`config.mk`:
```
export PLATFORM = sky130hd
export DESIGN_NAME = ttl_multiword_adder_seq
export DESIGN_NICKNAME = d
export VERILOG_FILES = /design/src/rtl/ttl_multiword_adder_seq_pkg.sv /design/src/rtl/ttl_multiword_adder_seq_carry_lookahead_4.sv /design/src/rtl/ttl_multiword_adder_seq.sv
export SDC_FILE = /design/constraint.sdc
export NUM_CORES = 1
export LEC_CHECK = 0
export ABC_AREA = 1
export BUFFER_PORTS_ARGS = -buffer_cell sky130_fd_sc_hd__clkbuf_2
export CORE_ASPECT_RATIO = 1.2
export CORE_MARGIN = 2
export CORE_UTILIZATION = 42
export DETAILED_ROUTE_END_ITERATION = 8
export GPL_ROUTABILITY_DRIVEN = 1
export PLACE_DENSITY = 0.74
export SLEW_MARGIN = 5
export SYNTH_ARGS = -nofsm -noshare
export SYNTH_HDL_FRONTEND = slang
export SYNTH_HIERARCHICAL = 1
export SYNTH_SLANG_ARGS = --single-unit
```
`constraint.sdc`:
```
create_clock -name Clk -period 3.65 [get_ports Clk]
set_input_delay 0.73 -clock Clk [delete_from_list [all_inputs] [get_ports Clk]]
set_output_delay 0.73 -clock Clk [all_outputs]
set_load 0.005 [all_outputs]
```
`src/rtl/ttl_multiword_adder_seq_pkg.sv`:
```
// Shared definitions for the sequenced multi-precision adder/subtractor.
// Holds the FSM state encodings and the slice geometry constant.
package ttl_multiword_adder_seq_pkg;

  typedef enum logic [1:0] {
    IDLE = 2'b00,
    RUN  = 2'b01,
    DONE = 2'b10
  } state_t;

  localparam int SLICE_GROUPS = 4;

endpackage

```
`src/rtl/ttl_multiword_adder_seq_carry_lookahead_4.sv`:
```
// 4-group carry-lookahead unit: group carries C1..C3, carry-out and
// the block-level generate/propagate for the whole slice.
module carry_lookahead_4 (
  input  logic [3:0] G,
  input  logic [3:0] P,
  input  logic       Cin,
  output logic       C1,
  output logic       C2,
  output logic       C3,
  output logic       Cout,
  output logic       Gg,
  output logic       Pg
);

  assign C1   = G[0] | (P[0] & Cin);
  assign C2   = G[1] | (P[1] & G[0]) | (P[1] & P[0] & Cin);
  assign C3   = G[2] | (P[2] & G[1]) | (P[2] & P[1] & G[0])
              | (P[2] & P[1] & P[0] & Cin);
  assign Gg   = G[3] | (P[3] & G[2]) | (P[3] & P[2] & G[1])
              | (P[3] & P[2] & P[1] & G[0]);
  assign Pg   = &P;
  assign Cout = Gg | (Pg & Cin);

endmodule

```
`src/rtl/ttl_multiword_adder_seq.sv`:
```
// Sequenced multi-precision adder/subtractor: one SW-bit slice per
// handshake, LSB slice first, with a carry flip-flop linking slices.
module ttl_multiword_adder_seq
  import ttl_multiword_adder_seq_pkg::*;
#(
  parameter int WIDTH      = 4,
  parameter int WORDS      = 4,
  parameter int DELAY_RISE = 0,
  parameter int DELAY_FALL = 0
) (
  input  logic                        Clk,
  input  logic                        Clear_bar,
  input  logic                        Start,
  input  logic                        Sub,
  input  logic                        Abort,
  input  logic                        In_Valid,
  input  logic [SLICE_GROUPS*WIDTH-1:0] A_Slice,
  input  logic [SLICE_GROUPS*WIDTH-1:0] B_Slice,
  output logic                        In_Ready,
  output logic [SLICE_GROUPS*WIDTH-1:0] Sum_Slice,
  output logic                        Sum_Valid,
  output logic [3:0]                  Index,
  output logic                        Carry_Out,
  output logic                        Overflow,
  output logic                        Busy,
  output logic                        Done,
  output logic [1:0]                  state_dbg
);

  localparam int         SW   = SLICE_GROUPS * WIDTH;
  localparam logic [3:0] LAST = 4'(WORDS - 1);

  // Output delays are behavioural-only and are modelled as zero here.
  if (DELAY_RISE < 0 || DELAY_FALL < 0 || WORDS < 2 || WORDS > 16) begin : g_bad_param
    $error("ttl_multiword_adder_seq: illegal parameter value");
  end

  state_t              state_q, state_d;
  logic                sub_r, c_r;
  logic [3:0]          cnt;
  logic [SW-1:0]       b_eff, g, p, carry_bit, sum;
  logic [SLICE_GROUPS-1:0] grp_g, grp_p, grp_cin;
  logic                lah_c1, lah_c2, lah_c3, lah_cout, lah_gg, lah_pg;
  logic                c_slice, accept;

  always_comb begin
    b_eff = sub_r ? ~B_Slice : B_Slice;
    g     = A_Slice & b_eff;
    p     = A_Slice | b_eff;
    grp_g = '0;
    grp_p = '0;
    for (int k = 0; k < SLICE_GROUPS; k++) begin
      grp_p[k] = 1'b1;
      for (int i = 0; i < WIDTH; i++) begin
        grp_g[k] = g[k*WIDTH+i] | (p[k*WIDTH+i] & grp_g[k]);
        grp_p[k] = grp_p[k] & p[k*WIDTH+i];
      end
    end
  end

  carry_lookahead_4 u_lah (
    .G    (grp_g),
    .P    (grp_p),
    .Cin  (c_r),
    .C1   (lah_c1),
    .C2   (lah_c2),
    .C3   (lah_c3),
    .Cout (lah_cout),
    .Gg   (lah_gg),
    .Pg   (lah_pg)
  );

  assign grp_cin = {lah_c3, lah_c2, lah_c1, c_r};

  // Ripple inside each group from the lookahead-supplied group carry-in.
  always_comb begin
    logic c;
    c         = 1'b0;
    carry_bit = '0;
    for (int k = 0; k < SLICE_GROUPS; k++) begin
      c = grp_cin[k];
      for (int i = 0; i < WIDTH; i++) begin
        carry_bit[k*WIDTH+i] = c;
        c = g[k*WIDTH+i] | (p[k*WIDTH+i] & c);
      end
    end
  end

  assign sum     = A_Slice ^ b_eff ^ carry_bit;
  // Block G/P restate the same carry-out; folded in so every term is used.
  assign c_slice = lah_cout | lah_gg | (lah_pg & c_r);
  assign accept  = (state_q == RUN) && In_Valid && !Abort;

  always_comb begin
    state_d = state_q;
    if (Abort) begin
      state_d = IDLE;
    end else begin
      case (state_q)
        IDLE:    if (Start) state_d = RUN;
        RUN:     if (accept && cnt == LAST) state_d = DONE;
        DONE:    state_d = IDLE;
        default: state_d = IDLE;
      endcase
    end
  end

  always_ff @(posedge Clk or negedge Clear_bar) begin
    if (!Clear_bar) begin
      state_q   <= IDLE;
      sub_r     <= 1'b0;
      c_r       <= 1'b0;
      cnt       <= '0;
      Sum_Slice <= '0;
      Index     <= '0;
      Sum_Valid <= 1'b0;
      Carry_Out <= 1'b0;
      Overflow  <= 1'b0;
    end else begin
      state_q   <= state_d;
      Sum_Valid <= 1'b0;
      if (Abort) begin
        Carry_Out <= 1'b0;
        Overflow  <= 1'b0;
      end else if (state_q == IDLE && Start) begin
        sub_r     <= Sub;
        c_r       <= Sub;
        cnt       <= '0;
        Carry_Out <= 1'b0;
        Overflow  <= 1'b0;
      end else if (accept) begin
        Sum_Slice <= sum;
        Index     <= cnt;
        Sum_Valid <= 1'b1;
        c_r       <= c_slice;
        cnt       <= cnt + 4'd1;
        if (cnt == LAST) begin
          Carry_Out <= c_slice;
          Overflow  <= carry_bit[SW-1] ^ c_slice;
        end
      end
    end
  end

  assign Busy      = (state_q == RUN);
  assign In_Ready  = (state_q == RUN);
  assign Done      = (state_q == DONE);
  assign state_dbg = state_q;

endmodule
```
==> results of run 1 <==
-- sequential cells by signal, summed over array words and instances (netlist names) --
| signal | flops |
|---|---|
| Sum_Slice | 16 |
| Sum_Valid | 1 |
| sub_r | 1 |
| c_r | 1 |
| state_dbg | 2 |
| Index | 4 |
| Overflow | 1 |
| cnt | 4 |
| Carry_Out | 1 |
-- final cells by class --
type                    instances  area [um^2]  share of cell area [%]
repair buffers                 74          393                    12.5
clock buffers                   8          100                    3.19
flip-flops and latches         31          776                    24.7
inverters                      56          210                    6.69
multi-input cells             210         1560                    49.6
well taps                      82          103                    3.27
-- layer usage --
metal / share of wire (%) / track usage, %
met5: 0 / 0
met4: 2.2 / 7.31
met3: 4.2 / 2.91
met2: 52 / 29.8
met1: 41 / 19.0
-- logic make-up after synthesis --
| family | after synthesis | share of synthesized area (%) |
|---|---|---|
| simple gates | 119 | 20.6 |
| buf+inv | 63 | 10.5 |
| fa+ha+maj | 45 | 25.3 |
| flops | 31 | 30.1 |
| compound gates | 25 | 6.45 |
| xor+xnor | 21 | 7.13 |
-- power by group through the flow --
stage               combinational (W)  clock, W  sequential (W)
floorplan                    0.000465         0        0.000529
global placement             0.000717         0        0.000526
detailed placement           0.000743         0        0.000529
CTS                          0.000746  0.000304        0.000523
global route                 0.000852  0.000319        0.000539
finish                       0.000743  0.000296        0.000521
-- repair_timing --
item | in CTS | in global routing
endpoints found under the hold margin | 0 | 0
setup endpoints to repair | 0 | 2
gates resized for setup | 0 | 4
-- worst min-delay path by stage --
stage,startpoint,endpoint
6_report,Index[0],Index[0]
2_1_floorplan,Clear_bar,Carry_Out
3_3_place_gp,Index[0],Index[0]
3_5_place_dp,Index[0],Index[0]
5_1_grt,Sum_Slice[3],Sum_Slice[3]
4_1_cts,Index[0],Index[0]
-- per-stage QoR --
stage               TNS [ns]  worst slack, ns  total power, W
floorplan                  0            0.263        0.000993
global placement           0           0.0809         0.00124
detailed placement   -0.0324          -0.0324         0.00127
CTS                        0            0.154         0.00157
global route               0           0.0386         0.00171
finish                     0            0.314         0.00156
-- critical path: cells and delay by family (launching register included) --
kind | cells | cell delay (ns)
XOR/XNOR | 2 | 0.44
AO/OA/AOI/OAI | 5 | 0.54
buffers and inverters | 2 | 0.23
AND/OR/NAND/NOR | 1 | 0.13
adder cells (fa/ha/maj) | 4 | 1.48
flip-flops | 1 | 0.38
-- cells in the final DEF (no fill, tap or decap) --
master,instances
xnor2_1,13
nand2_1,81
nand3_4,1
o21ai_1,2
dfrtp_1,31
clkbuf_8,7
o21ai_2,9
nand3_1,5
clkbuf_1,1
or2_1,1
ha_1,33
inv_2,2
xor2_1,5
nand4_1,3
a21oi_1,6
buf_4,9
and2_1,2
nor2_2,3
clkbuf_2,65
nor4_1,4
nand2_2,4
o21bai_1,3
fa_2,1
nor2_1,12
nor2_4,2
o21ai_0,5
fa_1,11
xnor2_2,3
inv_1,54
nand3_2,1
==> metrics.cfg, run 1 <==
[setup_path]
timing.rr.end = Sum_Slice[15]
reg2reg_from = sub_r
worstRegToRegCells = 14
critPathMaxFanout = 6
crit_type = reg2reg
cp_slowest_cell = fa_1
end_kind = flop
arrival_ns = 3.50
worstPathCellList = buf_4 > xnor2_1 > ha_1 > inv_1 > a21oi_1 > and2_1 > o21bai_1 > a21oi_1 > o21ai_0 > fa_1 > fa_1 > fa_2 > xnor2_2 > o21ai_2
crit_start = sub_r
critPathRequiredTime_ns = 3.81
endpoint = Sum_Slice[15]
critPathLaunchType = flop
max_stage_delay_ns = 0.43
rrSetupSlack_ns = 0.31

[sta]
maxSlewHeadroom_pct = 48.7
finalCritPeriodShare_pct = 91.4
whs_ns = 0.470
finalHoldViolations = 0
final.min_clock_period_ns = 3.34
finalSetupViolations = 0
rsz0062_at_grt = no
drv_slew = 0
fmax_ghz = 0.300
skew_ns = 0.00534
tightest_slew_ns = 0.769

[routing]
drtPass1Iterations = 5
num_vias = 2063
wl_per_cell_um = 11.3
ant_nets = 0
routed_via_density = 4.48
drtIter0Drc = 56
remaining_drc_errors = 0
postRouteWirelength_mm = 5.19

[placed_design]
gp_congestion = 0.806
dpl_cell_area_um2 = 3020
dp.cells = 453
portBuffers = 65
dp_hpwl_mm = 4.31

[floorplanning]
fp.dieH_um = 89.9
core_um2 = 5970
start_util_pct = 43.2
num_rows = 31
die-area_um2 = 6790
die_w_um = 75.5
io_pins = 66

[power_and_ir_drop]
pwr-share-clk_pct = 19.0
swShare_pct = 38.1
powerDensity_nw_per_um2 = 497
intPower_w = 0.000965
seqPwrFrac_pct = 33.4
p_sw_w = 0.000595
comb_power_share_pct = 47.6
vdd_drop_max_mv = 0.192
power_leakage_nw = 1.81

[synthesis]
synth.distinct_cells = 26
yosysTopAreaCell = dfrtp_1
synth_edf_count = 0
yosysTopAreaCellShare_pct = 30.1
synth_area_um2 = 2580
synthTopCellsByArea = dfrtp_1 (30%), ha_1 (16%), nand2_1 (12%), fa_1 (9.3%), inv_1 (7.9%)
async_reset_ff_share_pct = 100
yosysSeqAreaShare_pct = 30.1
synth_cells = 304
synth-seq-cells = 31
syn-num-nets = 387
syn_avg_cell_area_um2 = 8.49
synth_common_cells = nand2_1 (81), inv_1 (54), ha_1 (33)
yosys_warnings = 6
yosysMostFrequentCell = nand2_1
yosys_most_used_dff = dfrtp_1

[cts]
cts_setup_buffers = 0
clk_latency_ns = 0.28
clk_pin_slew_worst_paths_ns = 0.06
clk_root_buffer_cell = clkbuf_8
cts_hold_buf = 0
clk_path_buf_depth = 2
cts_made_buffers = 5
h-tree-depth = 2
clock_sinks = 31
cts_tree = built

[grt]
track_usage_pct = 16.8
overflow = 0
grt_pass1_wl_mm = 8.80
grt_pass1_vias = 2074
grt_start_max_net_pins = 35
antenna_found_initial = 0

[layout]
layout-drive-gt1-share_pct = 28.2
n_fill_cell = 607
fin_util_pct = 52.6
final_area_um2 = 3140
layout.nets = 461
area_delta_synth_final_pct = 21.7
stdcell_count = 461
n_antenna_cell = 0

[status]
status = completed

[flow_run]
maxCapViolations = 0

[min_path]
worstHoldPathType = reg2reg
whs_path_depth = 2

Note: power is estimated with default switching activity, not from simulation.
==> run 2: changes to the inputs <==
Settings changed: CELL_PAD_IN_SITES_DETAIL_PLACEMENT set to 0, CELL_PAD_IN_SITES_GLOBAL_PLACEMENT set to 1, CORE_UTILIZATION 42 to 39, PLACE_DENSITY 0.74 to 0.88, SKIP_CTS_REPAIR_TIMING set to 1.
==> run 2 against run 1 <==
  * Core utilization fell by 3.7 points
  * Clock skew rose by 0.00094 ns
  * Via count rose by 0.58%
  * Design area fell by 0.20%
  * Clock-buffer cell count fell by 2
  * Wire length rose by 1.1%
  * Worst setup slack got worse by 0.012 ns
  * First-iteration DRC count rose by 36%
==> metrics.cfg, run 2 (same netlist as run 1, synthesis figures left out) <==
[sta]
rsz0062_at_grt = no
final.min_clock_period_ns = 3.35
maxSlewHeadroom_pct = 50.3
drv_slew = 0
fin_tns_setup_ns = 0
finalCritPeriodShare_pct = 91.7
tightest_slew_ns = 0.745
skew_ns = 0.00628
finalSetupViolations = 0
finalHoldViolations = 0
fmax_ghz = 0.299
setup_slack_ns = 0.302

[layout]
top_register = Sum_Slice
layout-drive-gt1-share_pct = 28.0
layout_common_cells = nand2_1 (81), clkbuf_2 (65), inv_1 (54)
n_antenna_cell = 0
area_delta_synth_final_pct = 21.5
fin_util_pct = 48.9
final_common_cell = nand2_1
layout.nets = 461
reg_top3 = Sum_Slice x16, Index x4, cnt x4
largest_register_ffs = 16

[power_and_ir_drop]
seqPwrFrac_pct = 34.5
power_leakage_nw = 1.80
p_sw_w = 0.000612
vdd_drop_max_mv = 0.200
pwr-share-clk_pct = 17.0
comb_power_share_pct = 48.4
intPower_w = 0.000933
swShare_pct = 39.6
powerDensity_nw_per_um2 = 493

[floorplanning]
die-area_um2 = 7290
start_util_pct = 40.3
num_rows = 32
core_um2 = 6410
io_pins = 66
fp.dieH_um = 93.1
die_w_um = 78.3

[routing]
route.met3.wl_um = 223
met1_length_mm = 2.14
wl_per_cell_um = 11.3
num_vias = 2075
ant_nets = 0
routed.top_layer = met4
drtPass1Iterations = 4
postRouteWirelength_mm = 5.24
wl_met2_mm = 2.80
remaining_drc_errors = 0
routed_via_density = 4.47
drtIter0Drc = 76

[min_path]
whs_path_depth = 2
worst_hold_startpoint = Index[0]
worstHoldPathType = reg2reg
min_to = Index[0]

[setup_path]
critPathMaxFanout = 17
timing.rr.end = Sum_Slice[15]
arrival_ns = 3.51
critPathRequiredTime_ns = 3.82
crit_type = reg2reg
end_kind = flop
worstRegToRegCells = 14
rrSetupSlack_ns = 0.30
reg2reg_from = sub_r
critPathLaunchType = flop

[grt]
grt_start_max_net_pins = 35
antenna_found_initial = 0
grt_pass1_wl_mm = 9.04
track_usage_pct = 15.6
overflow = 0
grt_pass1_vias = 2061

[placed_design]
gp_congestion = 0.855
portBuffers = 65
dp_hpwl_mm = 4.24
place_worst_setup_slack_ns = 0.00847

[cts]
clk_pin_slew_worst_paths_ns = 0.07
cts_tree = built
clock_sinks = 31
cts_made_buffers = 5
clk_latency_ns = 0.29
clk_path_buf_depth = 2
clk_root_buffer_cell = clkbuf_8
h-tree-depth = 2

[flow_run]
maxCapViolations = 0

[status]
status = completed

## run 2: cell types whose count changed in the layout (fill, tap and decap cells not counted)
cell | previous run | this run
buf_12 | 0 | 1
buf_4 | 9 | 8
clkbuf_8 | 7 | 5
clkinv_2 | 0 | 1
clkinvlp_4 | 0 | 1
xnor2_1 | 13 | 14
xnor2_2 | 3 | 2
## run 2: layout make-up
cell class	instances	area [um^2]
inverter	56	210
clock inverter	2	12.5
fill	657	3270
clock buffer	6	72.6
multi-input combinational	210	1550
timing repair buffer	74	405
tap	85	106
sequential	31	776
## run 2: worst max-delay path by stage
| stage | start | end | slack, ns | cells past startpoint |
|---|---|---|---|---|
| after floorplan | B_Slice[2] | Sum_Slice[15] | 0.26 | 13 |
| after global placement | B_Slice[6] | Sum_Slice[15] | 0.10 | 14 |
| after detailed placement | B_Slice[1] | Sum_Slice[15] | 0.008 | 14 |
| after CTS | sub_r | Sum_Slice[15] | 0.24 | 14 |
| after global routing | sub_r | Sum_Slice[15] | 0.04 | 15 |
| final | sub_r | Sum_Slice[15] | 0.30 | 14 |
## run 2: power groups by stage
stage          sequential (W)  combinational [W]  clock (W)
5_1_grt              0.000546           0.000861   0.000283
3_3_place_gp         0.000540           0.000727          0
2_1_floorplan        0.000529           0.000465          0
3_5_place_dp         0.000540           0.000751          0
6_report             0.000533           0.000748   0.000263
4_1_cts              0.000535           0.000755   0.000268
## run 2: per-layer routing
metal / track usage, % / vias up
li1: - / 1059
met1: 18.2 / 959
met2: 28.9 / 50
met3: 2.80 / 7
met4: 4.68 / 0
met5: 0 / -
## run 2: critical path, cell delays in order (launching register included)
cell	delay [ns]
dfrtp_1	0.40
buf_12	0.17
xnor2_1	0.26
inv_1	0.08
ha_1	0.18
a21oi_1	0.13
and2_1	0.13
o21bai_1	0.08
a21oi_1	0.15
o21ai_0	0.13
fa_1	0.43
fa_1	0.39
fa_2	0.38
xnor2_1	0.23
o21ai_2	0.08
## run 2: through the flow
step | hold slack, ns | cells | power [W] | instance area [um^2]
floorplan | 0.434 | 304 | 0.000993 | 2580
global placement | 0.454 | 456 | 0.00127 | 3030
detailed placement | 0.460 | 456 | 0.00129 | 3030
CTS | 0.478 | 464 | 0.00156 | 3120
global route | 0.503 | 464 | 0.00169 | 3130
finish | 0.472 | 464 | 0.00154 | 3130
==> run 3: changes to the inputs <==
Settings changed: ABC_AREA 1 to 0, CORE_UTILIZATION 39 to 35, PLACE_DENSITY 0.88 to 0.81.
==> run 3 against run 2 <==
  * Power shrank 13%
  * Worst setup slack got worse by 0.091 ns
  * Die area rose by 2.7%
  * Largest cell class unchanged
==> metrics.cfg, run 3 <==
[placed_design]
place_worst_setup_slack_ns = -0.243
dp.cells = 414
gp_congestion = 0.760
portBuffers = 65
dpl_cell_area_um2 = 2880
dp_hpwl_mm = 3.91

[sta]
rsz0062_at_grt = no
tightest_slew_ns = 0.797
final.min_clock_period_ns = 3.44
finalHoldViolations = 0
finalSetupViolations = 0
skew_ns = 0.00538
setup_slack_ns = 0.211
maxSlewHeadroom_pct = 46.9
drv_slew = 0
fmax_ghz = 0.291
finalCritPeriodShare_pct = 94.2

[layout]
multi_input_area_um2 = 1410
layout-drive-gt1-share_pct = 28.7
layout.nets = 420
layout_common_cells = clkbuf_2 (65), nand2_1 (45), inv_1 (40)
top_register = Sum_Slice
final_area_um2 = 2980
stdcell_count = 423
final_common_cell = clkbuf_2
register_area_um2 = 777
fin_util_pct = 45.6
reg_top3 = Sum_Slice x16, Index x4, cnt x4
area_delta_synth_final_pct = 25.1
n_fill_cell = 650
largest_register_ffs = 16
n_antenna_cell = 0

[min_path]
min_to = Index[0]
worstHoldPathType = reg2reg
whs_path_depth = 2
worst_hold_startpoint = Index[0]

[synthesis]
synth_cells = 256
syn-num-nets = 339
yosys_warnings = 6
async_reset_ff_share_pct = 100
yosysSeqAreaShare_pct = 32.6
synth_edf_count = 0
synth-seq-cells = 31
yosys_most_used_dff = dfrtp_1
yosysTopAreaCellShare_pct = 32.6
yosysTopAreaCell = dfrtp_1
synthTopCellsByArea = dfrtp_1 (33%), ha_1 (17%), fa_1 (10%), xor2_1 (7.4%), nand2_1 (7.1%)
syn_avg_cell_area_um2 = 9.31
synth_area_um2 = 2380
synth_common_cells = nand2_1 (45), inv_1 (40), ha_1 (33)
synth.distinct_cells = 33
yosysMostFrequentCell = nand2_1

[grt]
grt_pass1_vias = 1793
track_usage_pct = 13.8
antenna_found_initial = 0
grt_pass1_wl_mm = 8.02
grt_start_max_net_pins = 32
overflow = 0

[floorplanning]
start_util_pct = 36.5
core_um2 = 6530
die_w_um = 79.3
die-area_um2 = 7490
fp.dieH_um = 94.4
io_pins = 66
num_rows = 32

[setup_path]
cpLargestDelayFamily = adder cells
critPathRequiredTime_ns = 3.81
critPathMaxFanout = 2
cp_slowest_cell = fa_1
crit_buf_inv = 3
rrSetupSlack_ns = 0.22
timing.rr.end = Overflow
end_kind = flop
crit_type = in2reg
critPathLaunchType = primary input
worstRegToRegCells = 17
arrival_ns = 3.60
max_stage_delay_ns = 0.41
reg2reg_from = sub_r
worstPathCellList = clkbuf_2 > xor2_1 > inv_1 > ha_1 > nand2b_1 > a21oi_1 > nor2_1 > o21bai_1 > a21o_1 > a21oi_2 > inv_2 > a21o_1 > fa_1 > fa_2 > fa_2 > xnor2_1 > mux2i_1 > nor2_1

[cts]
clk_pin_slew_worst_paths_ns = 0.06
h-tree-depth = 2
clock_sinks = 31
clk_root_buffer_cell = clkbuf_8
cts_tree = built
cts_made_buffers = 5
clk_path_buf_depth = 2
clk_latency_ns = 0.28

[status]
status = completed

[power_and_ir_drop]
power_leakage_nw = 1.70
powerDensity_nw_per_um2 = 453
vdd_drop_max_mv = 0.219

[routing]
ant_nets = 0
drtPass1Iterations = 4
routed_via_density = 4.33
wl_per_cell_um = 11.4
drtIter0Drc = 49
remaining_drc_errors = 0
num_vias = 1832
postRouteWirelength_mm = 4.84

[flow_run]
maxCapViolations = 0

## run 3: cell count changes in the layout (fill, tap and decap cells not counted), sizes merged, moves of 4 or more
cell	delta
a21oi	+4
buf	+7
inv	-14
nand2	-40
nand2b	+4
nand3	-7
nor2	-5
xnor2	-13
xor2	+15
## run 3: how the worst max path moves through the flow
stage,depth (start not counted),end,start,slack [ns]
after global routing,18,Overflow,B_Slice[1],0.008
final,18,Overflow,B_Slice[1],0.21
after global placement,18,Overflow,B_Slice[1],-0.16
after CTS,17,Overflow,sub_r,0.03
after floorplan,17,Overflow,B_Slice[1],0.04
after detailed placement,18,Overflow,B_Slice[1],-0.24
## run 3: cell type report
| type | count | area share (%) |
|---|---|---|
| flip-flops and latches | 31 | 26.1 |
| well taps | 85 | 3.57 |
| inverters | 42 | 5.29 |
| repair buffers | 81 | 15.0 |
| multi-input cells | 176 | 47.4 |
| clock buffers | 7 | 2.56 |
| clock inverters | 1 | 0.168 |
## run 3: tightest hold or removal path: stages (launching register included)
cell and delay [ns]:
dfrtp_1 0.34, nand2_1 0.05, nand2_1 0.06
## run 3: routing by layer
metal,part of all wire [%],global-route usage [%],wire length (um)
met2,52,24.6,2530
met1,42,16.7,2040
met4,0.79,3.45,38
met5,0,0,0
met3,4.7,3.44,229
## run 3: logic make-up (layout without fill, tap and decap cells)
family	after synthesis	after routing	share of synthesized area, %
XOR/XNOR	23	23	8.46
AND/OR/NAND/NOR	75	75	14.8
multiplexers	1	1	0.420
buffers and inverters	49	131	8.40
AO/OA/AOI/OAI	32	32	7.93
flip-flops	31	31	32.6
adder cells (fa/ha/maj)	45	45	27.4
## run 3: through the flow
| stage | TNS (ns) | hold slack (ns) | power [W] |
|---|---|---|---|
| finish | 0 | 0.473 | 0.00135 |
| global route | 0 | 0.503 | 0.00149 |
| CTS | 0 | 0.479 | 0.00137 |
| detailed placement | -0.440 | 0.463 | 0.00110 |
| global placement | -0.258 | 0.458 | 0.00109 |
| floorplan | 0 | 0.434 | 0.000850 |
## run 3: power breakdown
part / switching, W / internal [W]
sequential: 0.0000647 / 0.000439
clock: 0.000123 / 0.000134
combinational: 0.000303 / 0.000287
total: 0.000491 / 0.000859
